### config.mk
export PLATFORM = sky130hd
export DESIGN_NAME = serial_nibble_subtractor
export DESIGN_NICKNAME = d
export VERILOG_FILES = /design/src/rtl/serial_nibble_subtractor_pkg.sv /design/src/rtl/nibble_sub_4_bit.sv /design/src/rtl/serial_nibble_subtractor.sv
export SDC_FILE = /design/constraint.sdc
export NUM_CORES = 1
export LEC_CHECK = 0
export CORE_UTILIZATION = 38
export CTS_BUF_LIST = sky130_fd_sc_hd__clkbuf_4
export CTS_CLUSTER_SIZE = 20
export DETAILED_ROUTE_END_ITERATION = 10
export PLACE_DENSITY = 0.76
export SLEW_MARGIN = 10
export SYNTH_ARGS = -nofsm -noshare
export SYNTH_HDL_FRONTEND = slang
export SYNTH_SLANG_ARGS = --single-unit
### constraint.sdc
create_clock -name clk -period 3.61 [get_ports clk]
set_clock_uncertainty 0.2 [all_clocks]
set_input_delay 1.083 -clock clk [delete_from_list [all_inputs] [get_ports clk]]
set_output_delay 1.083 -clock clk [all_outputs]
set_load 0.02 [all_outputs]
### src/rtl/serial_nibble_subtractor_pkg.sv
// ============================================================================
// Module   : sub_pkg
// Brief    : Shared types and constants for the serial nibble subtractor.
// Revision : 1.0 - initial release
// ============================================================================
`default_nettype none

package sub_pkg;

    localparam int NIBBLE_W = 4;

    typedef enum logic [1:0] {
        IDLE = 2'd0,
        RUN  = 2'd1,
        DONE = 2'd2
    } state_t;

endpackage : sub_pkg

`default_nettype wire

### src/rtl/nibble_sub_4_bit.sv
// ============================================================================
// Module   : nibble_sub_4_bit
// Brief    : Combinational 4-bit ripple subtract slice (full adders, in2 inverted).
// Revision : 1.0 - initial release
// ============================================================================
`default_nettype none

module nibble_sub_4_bit
    import sub_pkg::*;
(
    input  logic [NIBBLE_W-1:0] in1,
    input  logic [NIBBLE_W-1:0] in2,
    input  logic                b_in,
    output logic [NIBBLE_W-1:0] diff,
    output logic                b_out,
    output logic                c3
);

    // Carry chain of a + ~b + ~borrow; a borrow is the inverse of a carry.
    logic [NIBBLE_W:0] w_c;

    assign w_c[0] = ~b_in;

    for (genvar i = 0; i < NIBBLE_W; i++) begin : g_fa
        logic w_inv_b;
        assign w_inv_b    = ~in2[i];
        assign diff[i]    = in1[i] ^ w_inv_b ^ w_c[i];
        assign w_c[i + 1] = (in1[i] & w_inv_b) | (w_c[i] & (in1[i] ^ w_inv_b));
    end

    assign b_out = ~w_c[NIBBLE_W];
    assign c3    = w_c[NIBBLE_W - 1];

endmodule : nibble_sub_4_bit

`default_nettype wire

### src/rtl/serial_nibble_subtractor.sv
// ============================================================================
// Module   : serial_nibble_subtractor
// Brief    : WIDTH-bit subtractor computing one nibble per clock, valid/ready I/O.
// Revision : 1.0 - initial release
// ============================================================================
`default_nettype none

module serial_nibble_subtractor
    import sub_pkg::*;
#(
    parameter int WIDTH = 16
) (
    input  logic             clk,
    input  logic             rst,
    input  logic             start_valid,
    output logic             start_ready,
    input  logic [WIDTH-1:0] in1,
    input  logic [WIDTH-1:0] in2,
    input  logic             b_in,
    output logic             out_valid,
    input  logic             out_ready,
    output logic [WIDTH-1:0] diff,
    output logic             b_out,
    output logic             overflow
);

    localparam int NIBBLES = WIDTH / NIBBLE_W;
    localparam int IDX_W   = (NIBBLES > 1) ? $clog2(NIBBLES) : 1;

    state_t               state_q;
    state_t               state_d;
    logic [WIDTH-1:0]     a_q;
    logic [WIDTH-1:0]     b_q;
    logic [WIDTH-1:0]     diff_q;
    logic                 borrow_q;
    logic [IDX_W-1:0]     idx_q;
    logic                 out_valid_q;
    logic                 b_out_q;
    logic                 overflow_q;

    logic [NIBBLE_W-1:0]  w_nib_a;
    logic [NIBBLE_W-1:0]  w_nib_b;
    logic [NIBBLE_W-1:0]  w_nib_d;
    logic                 w_nib_bout;
    logic                 w_nib_c3;
    logic                 w_last;

    assign w_nib_a = a_q[idx_q * NIBBLE_W +: NIBBLE_W];
    assign w_nib_b = b_q[idx_q * NIBBLE_W +: NIBBLE_W];
    assign w_last  = (idx_q == IDX_W'(NIBBLES - 1));

    nibble_sub_4_bit u_slice (
        .in1   (w_nib_a),
        .in2   (w_nib_b),
        .b_in  (borrow_q),
        .diff  (w_nib_d),
        .b_out (w_nib_bout),
        .c3    (w_nib_c3)
    );

    always_ff @(posedge clk) begin
        if (rst) begin
            state_q <= IDLE;
        end else begin
            state_q <= state_d;
        end
    end

    always_comb begin
        state_d = state_q;
        case (state_q)
            IDLE:    if (start_valid) state_d = RUN;
            RUN:     if (w_last)      state_d = DONE;
            DONE:    if (out_ready)   state_d = IDLE;
            default:                  state_d = IDLE;
        endcase
    end

    always_ff @(posedge clk) begin
        if (rst) begin
            a_q         <= '0;
            b_q         <= '0;
            diff_q      <= '0;
            borrow_q    <= 1'b0;
            idx_q       <= '0;
            out_valid_q <= 1'b0;
            b_out_q     <= 1'b0;
            overflow_q  <= 1'b0;
        end else begin
            case (state_q)
                IDLE: begin
                    if (start_valid) begin
                        a_q      <= in1;
                        b_q      <= in2;
                        borrow_q <= b_in;
                        idx_q    <= '0;
                    end
                end
                RUN: begin
                    diff_q[idx_q * NIBBLE_W +: NIBBLE_W] <= w_nib_d;
                    borrow_q <= w_nib_bout;
                    idx_q    <= idx_q + IDX_W'(1);
                    if (w_last) begin
                        // Carry-out of the top nibble is the inverse of its borrow-out.
                        b_out_q     <= w_nib_bout;
                        overflow_q  <= w_nib_c3 ^ ~w_nib_bout;
                        out_valid_q <= 1'b1;
                    end
                end
                DONE: begin
                    if (out_ready) out_valid_q <= 1'b0;
                end
                default: ;
            endcase
        end
    end

    assign start_ready = (state_q == IDLE);
    assign out_valid   = out_valid_q;
    assign diff        = diff_q;
    assign b_out       = b_out_q;
    assign overflow    = overflow_q;

endmodule : serial_nibble_subtractor

`default_nettype wire
==> metrics.cfg, run 1 <==
[clock_tree]
h-tree-depth = 2
cts_resized = 0
clkSlewWorstSetupHoldPaths_ps = 160
worstSkewPairLatency_ps = 390
cts_tree = built
cts_hold_buffers = 0
cts_sinks = 56
clockBufferDepth = 2
cts_inserted_buffers = 5
root_buffer = sky130_fd_sc_hd__clkbuf_4
postCtsSetupBuffers = 0

[power_and_ir_drop]
total_leakage_power_nw = 1.12
pwr-share-clk_pct = 23.5
vdd_ir_drop_max_mv = 0.161
power.sequential.fraction_pct = 56.6
pwr_density_cell_mw_per_mm2 = 375
power_w = 0.00118
netSwitchingPower_w = 0.000336
share_comb_of_total_power_pct = 19.9
net_switching_fraction_of_the_power_pct = 28.5
cell_internal_pwr_w = 0.000843

[placed_design]
placement.io_buffers = 56
place_hpwl_um = 3900
gp_congestion = 0.785
place_inst = 392
place_ws_ps = 424

[timing]
max_slew_margin_pct = 50.2
post-route-period-util_pct = 88.1
setup-tns-final_ps = 0
timing_worst_slew_pin_value_ps = 748
setup-violations-final = 0
fmaxAchievable_mhz = 314
rsz_0062_raised_after_global_routing = false
finalMaxSlewViolations = 0
hold_viol_final = 0
worst_slack_ps = 430
post-route-min-period_ps = 3180

[worst_setup_path]
critical_path_top_delay_cell = sky130_fd_sc_hd__mux4_2
critical_path.top_delay_family = adder cells
timing.critical_path.buf_inv = 1
cell_type_with_the_highest_occurrence_count_on_the_critical_path = sky130_fd_sc_hd__fa_1
worst_ep_arrival_time_ps = 3290
required_ps = 3720
worst-setup-path-type = reg -> reg
crit_chain = buf_4, mux4_2, fa_1, fa_1, fa_1, xnor2_1, a311oi_1
worstSetupStartpointType = flop
worstSetupEndpointType = flop
timing.critical_path.slowest_cell_delay_ps = 550
highest_fanout_seen_on_the_critical_path = 15

[yosys]
synth_warnings = 0
yosys.area.top_type = sky130_fd_sc_hd__dfxtp_1
synth-edff-count = 0
synthDistinctLibCells = 32
synth_area_per_cell_um2 = 9.13
synth.area.top_cells = sky130_fd_sc_hd__dfxtp_1 (45%), sky130_fd_sc_hd__nand2_1 (10%), sky130_fd_sc_hd__a21oi_1 (7.4%), sky130_fd_sc_hd__mux4_2 (7.2%), sky130_fd_sc_hd__fa_1 (3.2%)
synth_top_area_share_pct = 45.0
synth_fp_nets = 320
postSynth.topFlopCell = sky130_fd_sc_hd__dfxtp_1
number_of_synthesized_register_bits = 56
synth-seq-area-share_pct = 45.0
synth-async-reset-ratio_pct = 0
mappedNetlistArea_mm2 = 0.00249
post_synth_inst_count = 273

[drt]
routed_wirelength_um = 5230
wire_per_inst_um = 13.1
detail_route.iter0.violations = 130
firstDrtPassIters = 4
drc = 0
routed_vias = 2037
drt.antenna.violating_nets = 0
route.detailed.vias_per_inst = 5.09

[layout]
num_antenna_cells = 0
final_common_cell = sky130_fd_sc_hd__nand2_1
drive_above_1_share_pct = 8.67
mostFrequentLayoutCells = sky130_fd_sc_hd__nand2_1 (67), sky130_fd_sc_hd__dfxtp_1 (56), sky130_fd_sc_hd__clkdlybuf4s50_1 (55)
finish.cell_count_without_fillers = 400
area_of_combinational_cells_with_multiple_inputs_mm2 = 0.00122
areaGrowthSynthToFinish_pct = 26.1
final_net_count = 369
fill_cells = 608
final-seq-area_mm2 = 0.00112

[global_routing]
antenna_found_initial = 0
grt_first_pass_wirelength_um = 9270
grt_use_total_pct = 16.6
grt_pass1_vias = 2000
globalRoute.totalOverflow = 0
largest_net_degree_at_the_start_of_global_routing = 44

[floorplan]
pin_count = 57
floorplan.initialDensity_pct = 39.3
floorplan.die.width_um = 83.0
fp.coreArea_mm2 = 0.00635
rows = 29
die_area_mm2 = 0.00689
chipHeight_um = 83.0

[job]
drv_cap = 0

[outcome]
status = complete, no violations

[worst_hold_path]
worst_hold_path_type = reg -> reg

## power groups by stage
stage | Combinational, W | Sequential (W) | Clock (W)
2_1_floorplan | 0.000153 | 0.000678 | 0
3_3_place_gp | 0.000231 | 0.000681 | 0
3_5_place_dp | 0.000235 | 0.000682 | 0
4_1_cts | 0.000236 | 0.000668 | 0.000284
5_1_grt | 0.000260 | 0.000672 | 0.000316
6_report | 0.000235 | 0.000668 | 0.000276
## cell type report
class	instances	share of cell area [%]
Clock buffer	5	1.19
Clock inverter	3	0.717
Inverter	14	1.67
Multi-Input combinational cell	184	38.8
Sequential cell	56	35.7
Tap cell	77	3.07
Timing Repair Buffer	61	18.9
## synth_stat cells, drive strengths merged (4+ instances only)
master / number
a32oi: 8
fa: 4
inv: 14
nand2: 67
o32ai: 8
a21oi: 37
nand2b: 7
dfxtp: 56
buf: 12
clkbuf: 7
nor2b: 4
mux4: 8
nor2: 13
ha: 6
## worst register-to-register path, stage by stage (launching register included)
cell and delay [ps]:
sky130_fd_sc_hd__dfxtp_1 390, sky130_fd_sc_hd__buf_4 260, sky130_fd_sc_hd__mux4_2 550, sky130_fd_sc_hd__fa_1 440, sky130_fd_sc_hd__fa_1 430, sky130_fd_sc_hd__fa_1 440, sky130_fd_sc_hd__xnor2_1 150, sky130_fd_sc_hd__a311oi_1 240
## cells by family after synthesis
kind of cell / share of synthesized area [%]
flops: 45.0
xor+xnor: 0.351
mux: 7.63
compound gates: 15.3
simple gates: 19.2
fa+ha+maj: 6.22
buf+inv: 6.33
## per-layer routing
metal	vias up	GRT usage, %	wire [um]
li1	1027	-	-
met1	959	21.1	2500
met2	47	27.2	2470
met3	4	4.47	195
met4	0	5.64	66
met5	-	0	0
## registers in the layout, summed over array words and instances (netlist names)
name,count
a_q,16
b_q,16
diff,16
idx_q,2
state_q,2
b_out,1
borrow_q,1
out_valid,1
overflow,1
## stage by stage
stage | utilization, % | instance area [um2] | hold WS (ps)
floorplan | - | 2490 | 233
global placement | 48.6 | 3080 | 240
detailed placement | 48.6 | 3080 | 253
CTS | 49.5 | 3140 | 272
global route | 49.5 | 3140 | 283
finish | 49.5 | 3140 | 268
## worst paths after layout
path                              start               endpoint  slack (ps)  cells after the start
setup reg to reg  idx_q[0]$_SDFFE_PP0P_  overflow$_SDFFE_PP0P_         430                      7
setup / recovery  idx_q[0]$_SDFFE_PP0P_  overflow$_SDFFE_PP0P_         430                      7
hold reg to reg     a_q[2]$_SDFFE_PP0P_    a_q[2]$_SDFFE_PP0P_         270                      2
hold / removal      a_q[2]$_SDFFE_PP0P_    a_q[2]$_SDFFE_PP0P_         270                      2
(Power assumes the default switching activity.)
==> inputs of run 2 (changes only) <==
--- a/config.mk
+++ b/config.mk
@@ -5,12 +5,15 @@
 export SDC_FILE = /design/constraint.sdc
 export NUM_CORES = 1
 export LEC_CHECK = 0
-export CORE_UTILIZATION = 38
+export CELL_PAD_IN_SITES_DETAIL_PLACEMENT = 1
+export CELL_PAD_IN_SITES_GLOBAL_PLACEMENT = 2
+export CORE_UTILIZATION = 28
 export CTS_BUF_LIST = sky130_fd_sc_hd__clkbuf_4
 export CTS_CLUSTER_SIZE = 20
 export DETAILED_ROUTE_END_ITERATION = 10
-export PLACE_DENSITY = 0.76
+export PLACE_DENSITY = 0.88
 export SLEW_MARGIN = 10
 export SYNTH_ARGS = -nofsm -noshare
 export SYNTH_HDL_FRONTEND = slang
 export SYNTH_SLANG_ARGS = --single-unit
+export TNS_END_PERCENT = 5
==> run 2 against run 1 <==
The flow now finishes with violations (DRC). Die area is 35% higher. Routed wire length is 14% higher. First-iteration DRC count is 51% lower. Critical endpoint unchanged. Utilization is 13 points lower. Hold slack better by 1.0 ps.
==> metrics.cfg, run 2 (synthesis results as in run 1) <==
[layout]
drive_above_1_share_pct = 8.36  ; -0.31 points
num_antenna_cells = 0  ; unchanged
final_net_count = 369  ; unchanged
areaGrowthSynthToFinish_pct = 27.3
finish.instance_area_mm2 = 0.00317  ; +0.96%
mostFrequentLayoutCells = sky130_fd_sc_hd__nand2_1 (67), sky130_fd_sc_hd__dfxtp_1 (56), sky130_fd_sc_hd__clkdlybuf4s50_1 (55)
final_common_cell = sky130_fd_sc_hd__nand2_1
finish.cell_count_without_fillers = 431  ; +7.8%

[global_routing]
grt_use_total_pct = 14.3  ; -2.3 points
largest_net_degree_at_the_start_of_global_routing = 43  ; -2.3%
grt_first_pass_wirelength_um = 10000  ; +8.0%
grt_pass1_vias = 2045  ; +2.3%
antenna_found_initial = 0  ; unchanged
globalRoute.totalOverflow = 0  ; unchanged

[worst_setup_path]
worstSetupStartpointType = flop
worst_ep_arrival_time_ps = 3360  ; +70 ps
timing.critical_path.slowest_cell_delay_ps = 560  ; about the same
cell_type_with_the_highest_occurrence_count_on_the_critical_path = sky130_fd_sc_hd__fa_1
crit_start = idx_q[0]$_SDFFE_PP0P_
crit_chain = buf_4, mux4_2, fa_1, fa_1, fa_1, xnor2_1, a311oi_1
r2r_slack_ps = 350  ; -80 ps
required_ps = 3710  ; about the same
logic_depth_of_the_worst_register_to_register_path = 7  ; unchanged
worst_reg2reg_path_endpoint = overflow$_SDFFE_PP0P_
worstSetupEndpointType = flop
worst-setup-path-type = reg -> reg
critical_path.top_delay_family = adder cells
timing.critical_path.buf_inv = 1  ; unchanged
highest_fanout_seen_on_the_critical_path = 15  ; unchanged
critical_path_top_delay_cell = sky130_fd_sc_hd__mux4_2
crit-reg2reg-launch = idx_q[0]$_SDFFE_PP0P_

[placed_design]
place_hpwl_um = 4410  ; +13%
postPlaceCellArea_mm2 = 0.00312  ; +1.3%
placement.io_buffers = 56  ; unchanged
place_ws_ps = 372  ; -51.7 ps
place_inst = 423  ; +7.9%
gp_congestion = 0.754  ; -4.0%

[floorplan]
rows = 34  ; +17%
die_area_mm2 = 0.00928  ; +35%
fp.coreArea_mm2 = 0.00868  ; +37%
floorplan.die.width_um = 96.3  ; +16%
chipHeight_um = 96.3  ; +16%
floorplan.initialDensity_pct = 28.7  ; -11 points
pin_count = 57  ; unchanged

[drt]
wl_met2_um = 2930  ; +19%
wire_per_inst_um = 13.8  ; +5.9%
drc = 1  ; +1
firstDrtPassIters = 7  ; +3
wl_met1_um = 2680  ; +7.6%
total_length_of_routed_met3_wires_um = 266  ; +36%
drt.antenna.violating_nets = 0  ; unchanged
top_layer_used = met4
detail_route.iter0.violations = 64  ; -51%
routed_wirelength_um = 5970  ; +14%
routed_vias = 2014  ; -1.1%
route.detailed.vias_per_inst = 4.67  ; -8.2%

[clock_tree]
cts_resized = 0  ; unchanged
worstSkewPairLatency_ps = 380  ; about the same
postCtsSetupBuffers = 0  ; unchanged
cts_sinks = 56  ; unchanged
clkSlewWorstSetupHoldPaths_ps = 150  ; about the same
cts_hold_buffers = 0  ; unchanged
cts_tree = built
clockBufferDepth = 2  ; unchanged
h-tree-depth = 2  ; unchanged
root_buffer = sky130_fd_sc_hd__clkbuf_4
cts_inserted_buffers = 5  ; unchanged

[timing]
hold_viol_final = 0  ; unchanged
max_slew_margin_pct = 51.2  ; +1.0 points
finalMaxSlewViolations = 0  ; unchanged
post-route-min-period_ps = 3260  ; +82.5 ps
setup-violations-final = 0  ; unchanged
rsz_0062_raised_after_global_routing = false
post-route-period-util_pct = 90.4  ; +2.3 points
setup-tns-final_ps = 0  ; unchanged
timing_worst_slew_pin_value_ps = 732  ; -15.7 ps
worst_slack_ps = 347  ; -82.5 ps
fmaxAchievable_mhz = 307  ; -2.5%

[worst_hold_path]
worst_hold_path.endpoint = b_q[13]$_SDFFE_PP0P_
critical_hold_path_startpoint = b_q[13]$_SDFFE_PP0P_
hold_depth = 2  ; unchanged
worst_hold_path_type = reg -> reg

[outcome]
status = complete, but fails checks
violations = DRC

[power_and_ir_drop]
total_leakage_power_nw = 1.12  ; -0.28%
vdd_ir_drop_max_mv = 0.145  ; -9.7%
pwr_density_cell_mw_per_mm2 = 369  ; -1.6%

[job]
drv_cap = 0  ; unchanged

-- run 2: cell types whose count changed in the layout (fill, tap and decap cells not counted) --
cell	before	now
sky130_fd_sc_hd__clkinv_1	0	1
sky130_fd_sc_hd__clkinv_2	1	2
sky130_fd_sc_hd__clkinv_4	1	0
sky130_fd_sc_hd__inv_6	1	0
-- run 2: power breakdown --
| part | internal [W] | switching [W] | total, W |
|---|---|---|---|
| clock | 0.0000721 | 0.000193 | 0.000265 |
| combinational | 0.000116 | 0.000124 | 0.000240 |
| sequential | 0.000648 | 0.0000194 | 0.000667 |
| total | 0.000836 | 0.000336 | 0.00117 |
-- run 2: worst max-delay path by stage --
stage,to,slack (ps),cells after the start
6_report,overflow$_SDFFE_PP0P_,350,7
5_1_grt,overflow$_SDFFE_PP0P_,180,7
4_1_cts,overflow$_SDFFE_PP0P_,310,7
3_5_place_dp,diff[15]$_SDFFE_PP0P_,370,7
3_3_place_gp,overflow$_SDFFE_PP0P_,480,7
2_1_floorplan,overflow$_SDFFE_PP0P_,260,10
-- run 2: stage by stage --
stage | util [%] | total power, W | hold WS, ps
after floorplan | - | 0.000830 | 233
after global placement | 36.0 | 0.000920 | 243
after detailed placement | 36.0 | 0.000925 | 252
after CTS | 36.6 | 0.00119 | 272
after global routing | 36.6 | 0.00124 | 290
final | 36.6 | 0.00117 | 269
-- run 2: area by class of cell --
type,instances,area [um2]
fillers,1027,5510
multi-input cells,184,1220
flip-flops and latches,56,1120
repair buffers,61,593
well taps,108,135
inverters,14,52.6
clock buffers,5,37.5
clock inverters,3,13.8
-- run 2: worst register-to-register path, delay by kind of cell (launching register included) --
kind	cells	cell delay, ps
buf+inv	1	260
fa+ha+maj	3	1340
flops	1	390
xor+xnor	1	160
compound gates	1	270
mux	1	560
-- run 2: layer usage --
layer  vias up  track usage (%)
li1       1024                -
met4         0             4.41
met2        50             24.0
met5         -                0
met3         6             3.00
met1       934             18.2
==> inputs of run 3 (changes only) <==
--- a/config.mk
+++ b/config.mk
@@ -5,12 +5,14 @@
 export SDC_FILE = /design/constraint.sdc
 export NUM_CORES = 1
 export LEC_CHECK = 0
+export CAP_MARGIN = 30
 export CELL_PAD_IN_SITES_DETAIL_PLACEMENT = 1
 export CELL_PAD_IN_SITES_GLOBAL_PLACEMENT = 2
 export CORE_UTILIZATION = 28
 export CTS_BUF_LIST = sky130_fd_sc_hd__clkbuf_4
 export CTS_CLUSTER_SIZE = 20
 export DETAILED_ROUTE_END_ITERATION = 10
+export MAX_ROUTING_LAYER = met4
 export PLACE_DENSITY = 0.88
 export SLEW_MARGIN = 10
 export SYNTH_ARGS = -nofsm -noshare
==> run 3 against run 2 <==
The flow still finishes with violations (DRC). Maximum frequency about the same. Flip-flop and latch count did not move. Sequential power about the same. Sequential share of layout area unchanged. Die area did not move. First-iteration DRC count is 7.8% lower. Via count barely moved. Utilization is the same. Register-to-register slack is essentially flat. Cell area stayed put. Count of clock-buffer cells in the layout unchanged. Largest cell class unchanged.
==> metrics.cfg, run 3 (synthesis results as in run 1) <==
[outcome]
status = complete, but fails checks
violations = DRC

[timing]
fmaxAchievable_mhz = 306  ; about the same
setup-tns-final_ps = 0  ; unchanged
post-route-period-util_pct = 90.4  ; about the same
timing_worst_slew_pin_value_ps = 726  ; -5.61 ps
hold_slack_ps = 269  ; +0.144 ps
finalMaxSlewViolations = 0  ; unchanged
rsz_0062_raised_after_global_routing = false
setup-violations-final = 0  ; unchanged
post-route-min-period_ps = 3260  ; +0.896 ps
max_slew_margin_pct = 51.6  ; +0.37 points
hold_viol_final = 0  ; unchanged

[layout]
mostFrequentLayoutCells = sky130_fd_sc_hd__nand2_1 (67), sky130_fd_sc_hd__dfxtp_1 (56), sky130_fd_sc_hd__clkdlybuf4s50_1 (55)
final_net_count = 369  ; unchanged
final_common_cell = sky130_fd_sc_hd__nand2_1
final-seq-area_mm2 = 0.00112  ; unchanged
drive_above_1_share_pct = 8.36  ; unchanged
area_of_combinational_cells_with_multiple_inputs_mm2 = 0.00122  ; unchanged
num_antenna_cells = 0  ; unchanged
fill_cells = 1027  ; unchanged
areaGrowthSynthToFinish_pct = 27.3  ; unchanged
finish.instance_area_mm2 = 0.00317  ; unchanged

[placed_design]
place_hpwl_um = 4410  ; unchanged
gp_congestion = 0.764  ; +1.3%
postPlaceCellArea_mm2 = 0.00312  ; unchanged
placement.io_buffers = 56  ; unchanged

[power_and_ir_drop]
cell_internal_pwr_w = 0.000836  ; about the same
power.sequential.fraction_pct = 57.0  ; about the same
pwr-share-clk_pct = 22.6  ; about the same
total_leakage_power_nw = 1.12  ; unchanged
vdd_ir_drop_max_mv = 0.145  ; about the same
netSwitchingPower_w = 0.000336  ; about the same
pwr_density_cell_mw_per_mm2 = 369  ; about the same
net_switching_fraction_of_the_power_pct = 28.6  ; about the same
share_comb_of_total_power_pct = 20.5  ; about the same

[worst_setup_path]
worst_reg2reg_path_endpoint = overflow$_SDFFE_PP0P_
timing.critical_path.slowest_cell_delay_ps = 560  ; about the same
highest_fanout_seen_on_the_critical_path = 15  ; unchanged
worstSetupEndpointType = flop
timing.critical_path.buf_inv = 1  ; unchanged
critical_path_top_delay_cell = sky130_fd_sc_hd__mux4_2
crit_chain = buf_4, mux4_2, fa_1, fa_1, fa_1, xnor2_1, a311oi_1
worst-setup-path-type = reg -> reg
critical_path.top_delay_family = adder cells
logic_depth_of_the_worst_register_to_register_path = 7  ; unchanged
worstSetupStartpointType = flop
r2r_slack_ps = 350  ; about the same
required_ps = 3710  ; about the same
cell_type_with_the_highest_occurrence_count_on_the_critical_path = sky130_fd_sc_hd__fa_1
crit-reg2reg-launch = idx_q[0]$_SDFFE_PP0P_
worst_ep_arrival_time_ps = 3360  ; about the same

[clock_tree]
root_buffer = sky130_fd_sc_hd__clkbuf_4
postCtsSetupBuffers = 0  ; unchanged
cts_sinks = 56  ; unchanged
worstSkewPairLatency_ps = 380  ; about the same
clkSlewWorstSetupHoldPaths_ps = 150  ; about the same
clockBufferDepth = 2  ; unchanged
cts_resized = 0  ; unchanged
cts_hold_buffers = 0  ; unchanged
cts_tree = built
h-tree-depth = 2  ; unchanged
cts_inserted_buffers = 5  ; unchanged

[floorplan]
die_area_mm2 = 0.00928  ; unchanged
pin_count = 57  ; unchanged
chipHeight_um = 96.3  ; unchanged
floorplan.initialDensity_pct = 28.7  ; unchanged
fp.coreArea_mm2 = 0.00868  ; unchanged
floorplan.die.width_um = 96.3  ; unchanged
rows = 34  ; unchanged

[drt]
wire_per_inst_um = 13.9  ; +0.28%
drc = 1  ; unchanged
firstDrtPassIters = 7  ; unchanged
detail_route.iter0.violations = 59  ; -7.8%
route.detailed.vias_per_inst = 4.68  ; about the same
routed_wirelength_um = 5980  ; +0.28%
routed_vias = 2016  ; +0.099%
drt.antenna.violating_nets = 0  ; unchanged

[worst_hold_path]
worst_hold_path.endpoint = b_q[8]$_SDFFE_PP0P_
critical_hold_path_startpoint = b_q[8]$_SDFFE_PP0P_
worst_hold_path_type = reg -> reg
hold_depth = 2  ; unchanged

[global_routing]
largest_net_degree_at_the_start_of_global_routing = 43  ; unchanged
antenna_found_initial = 0  ; unchanged
grt_pass1_vias = 2036  ; -0.44%
grt_use_total_pct = 14.7  ; +0.46 points
grt_first_pass_wirelength_um = 10000  ; +0.27%
globalRoute.totalOverflow = 0  ; unchanged

[job]
drv_cap = 0  ; unchanged

==> run 3: cell counts in the layout (fill, tap and decap cells not counted) <==
No cell type changed its count.
==> run 3: worst min-delay path, cell delays in order, from the launching register on <==
cell,delay [ps]
sky130_fd_sc_hd__dfxtp_1,340
sky130_fd_sc_hd__nand2_1,50
sky130_fd_sc_hd__a21oi_1,50
==> run 3: cell type report <==
cell class | count | share of cell area (%)
Sequential cell | 56 | 35.3
Clock inverter | 3 | 0.434
Inverter | 14 | 1.66
Tap cell | 108 | 4.26
Multi-Input combinational cell | 184 | 38.4
Timing Repair Buffer | 61 | 18.7
Clock buffer | 5 | 1.18
==> run 3: per-stage QoR <==
step,worst slack (ps),std cells,power [W],util (%)
final,347,431,0.00117,36.6
after global routing,183,431,0.00124,36.6
after CTS,306,431,0.00119,36.6
after detailed placement,372,423,0.000925,36.0
after global placement,475,423,0.000920,36.0
after floorplan,257,273,0.000830,-
==> run 3: power groups by stage <==
stage / clock network [W] / logic [W] / registers, W
finish: 0.000264 / 0.000240 / 0.000667
global placement: 0 / 0.000239 / 0.000681
global route: 0.000300 / 0.000269 / 0.000672
detailed placement: 0 / 0.000243 / 0.000681
CTS: 0.000278 / 0.000244 / 0.000668
floorplan: 0 / 0.000153 / 0.000678
==> run 3: how the worst max path moves through the flow <==
stage                          start                     to  slack (ps)  cells after the start
5_1_grt        idx_q[0]$_SDFFE_PP0P_  overflow$_SDFFE_PP0P_         180                      7
4_1_cts        idx_q[0]$_SDFFE_PP0P_  overflow$_SDFFE_PP0P_         310                      7
6_report       idx_q[0]$_SDFFE_PP0P_  overflow$_SDFFE_PP0P_         350                      7
3_3_place_gp   idx_q[0]$_SDFFE_PP0P_  overflow$_SDFFE_PP0P_         480                      7
2_1_floorplan  idx_q[0]$_SDFFE_PP0P_  overflow$_SDFFE_PP0P_         260                     10
3_5_place_dp   idx_q[0]$_SDFFE_PP0P_  diff[15]$_SDFFE_PP0P_         370                      7
==> run 3: metal layers <==
metal	wire length [um]	GRT usage, %	vias up
li1	-	-	1022
met1	2750	18.5	946
met2	3000	23.9	46
met3	224	2.92	2
met4	16	4.41	0
met5	0	-	-
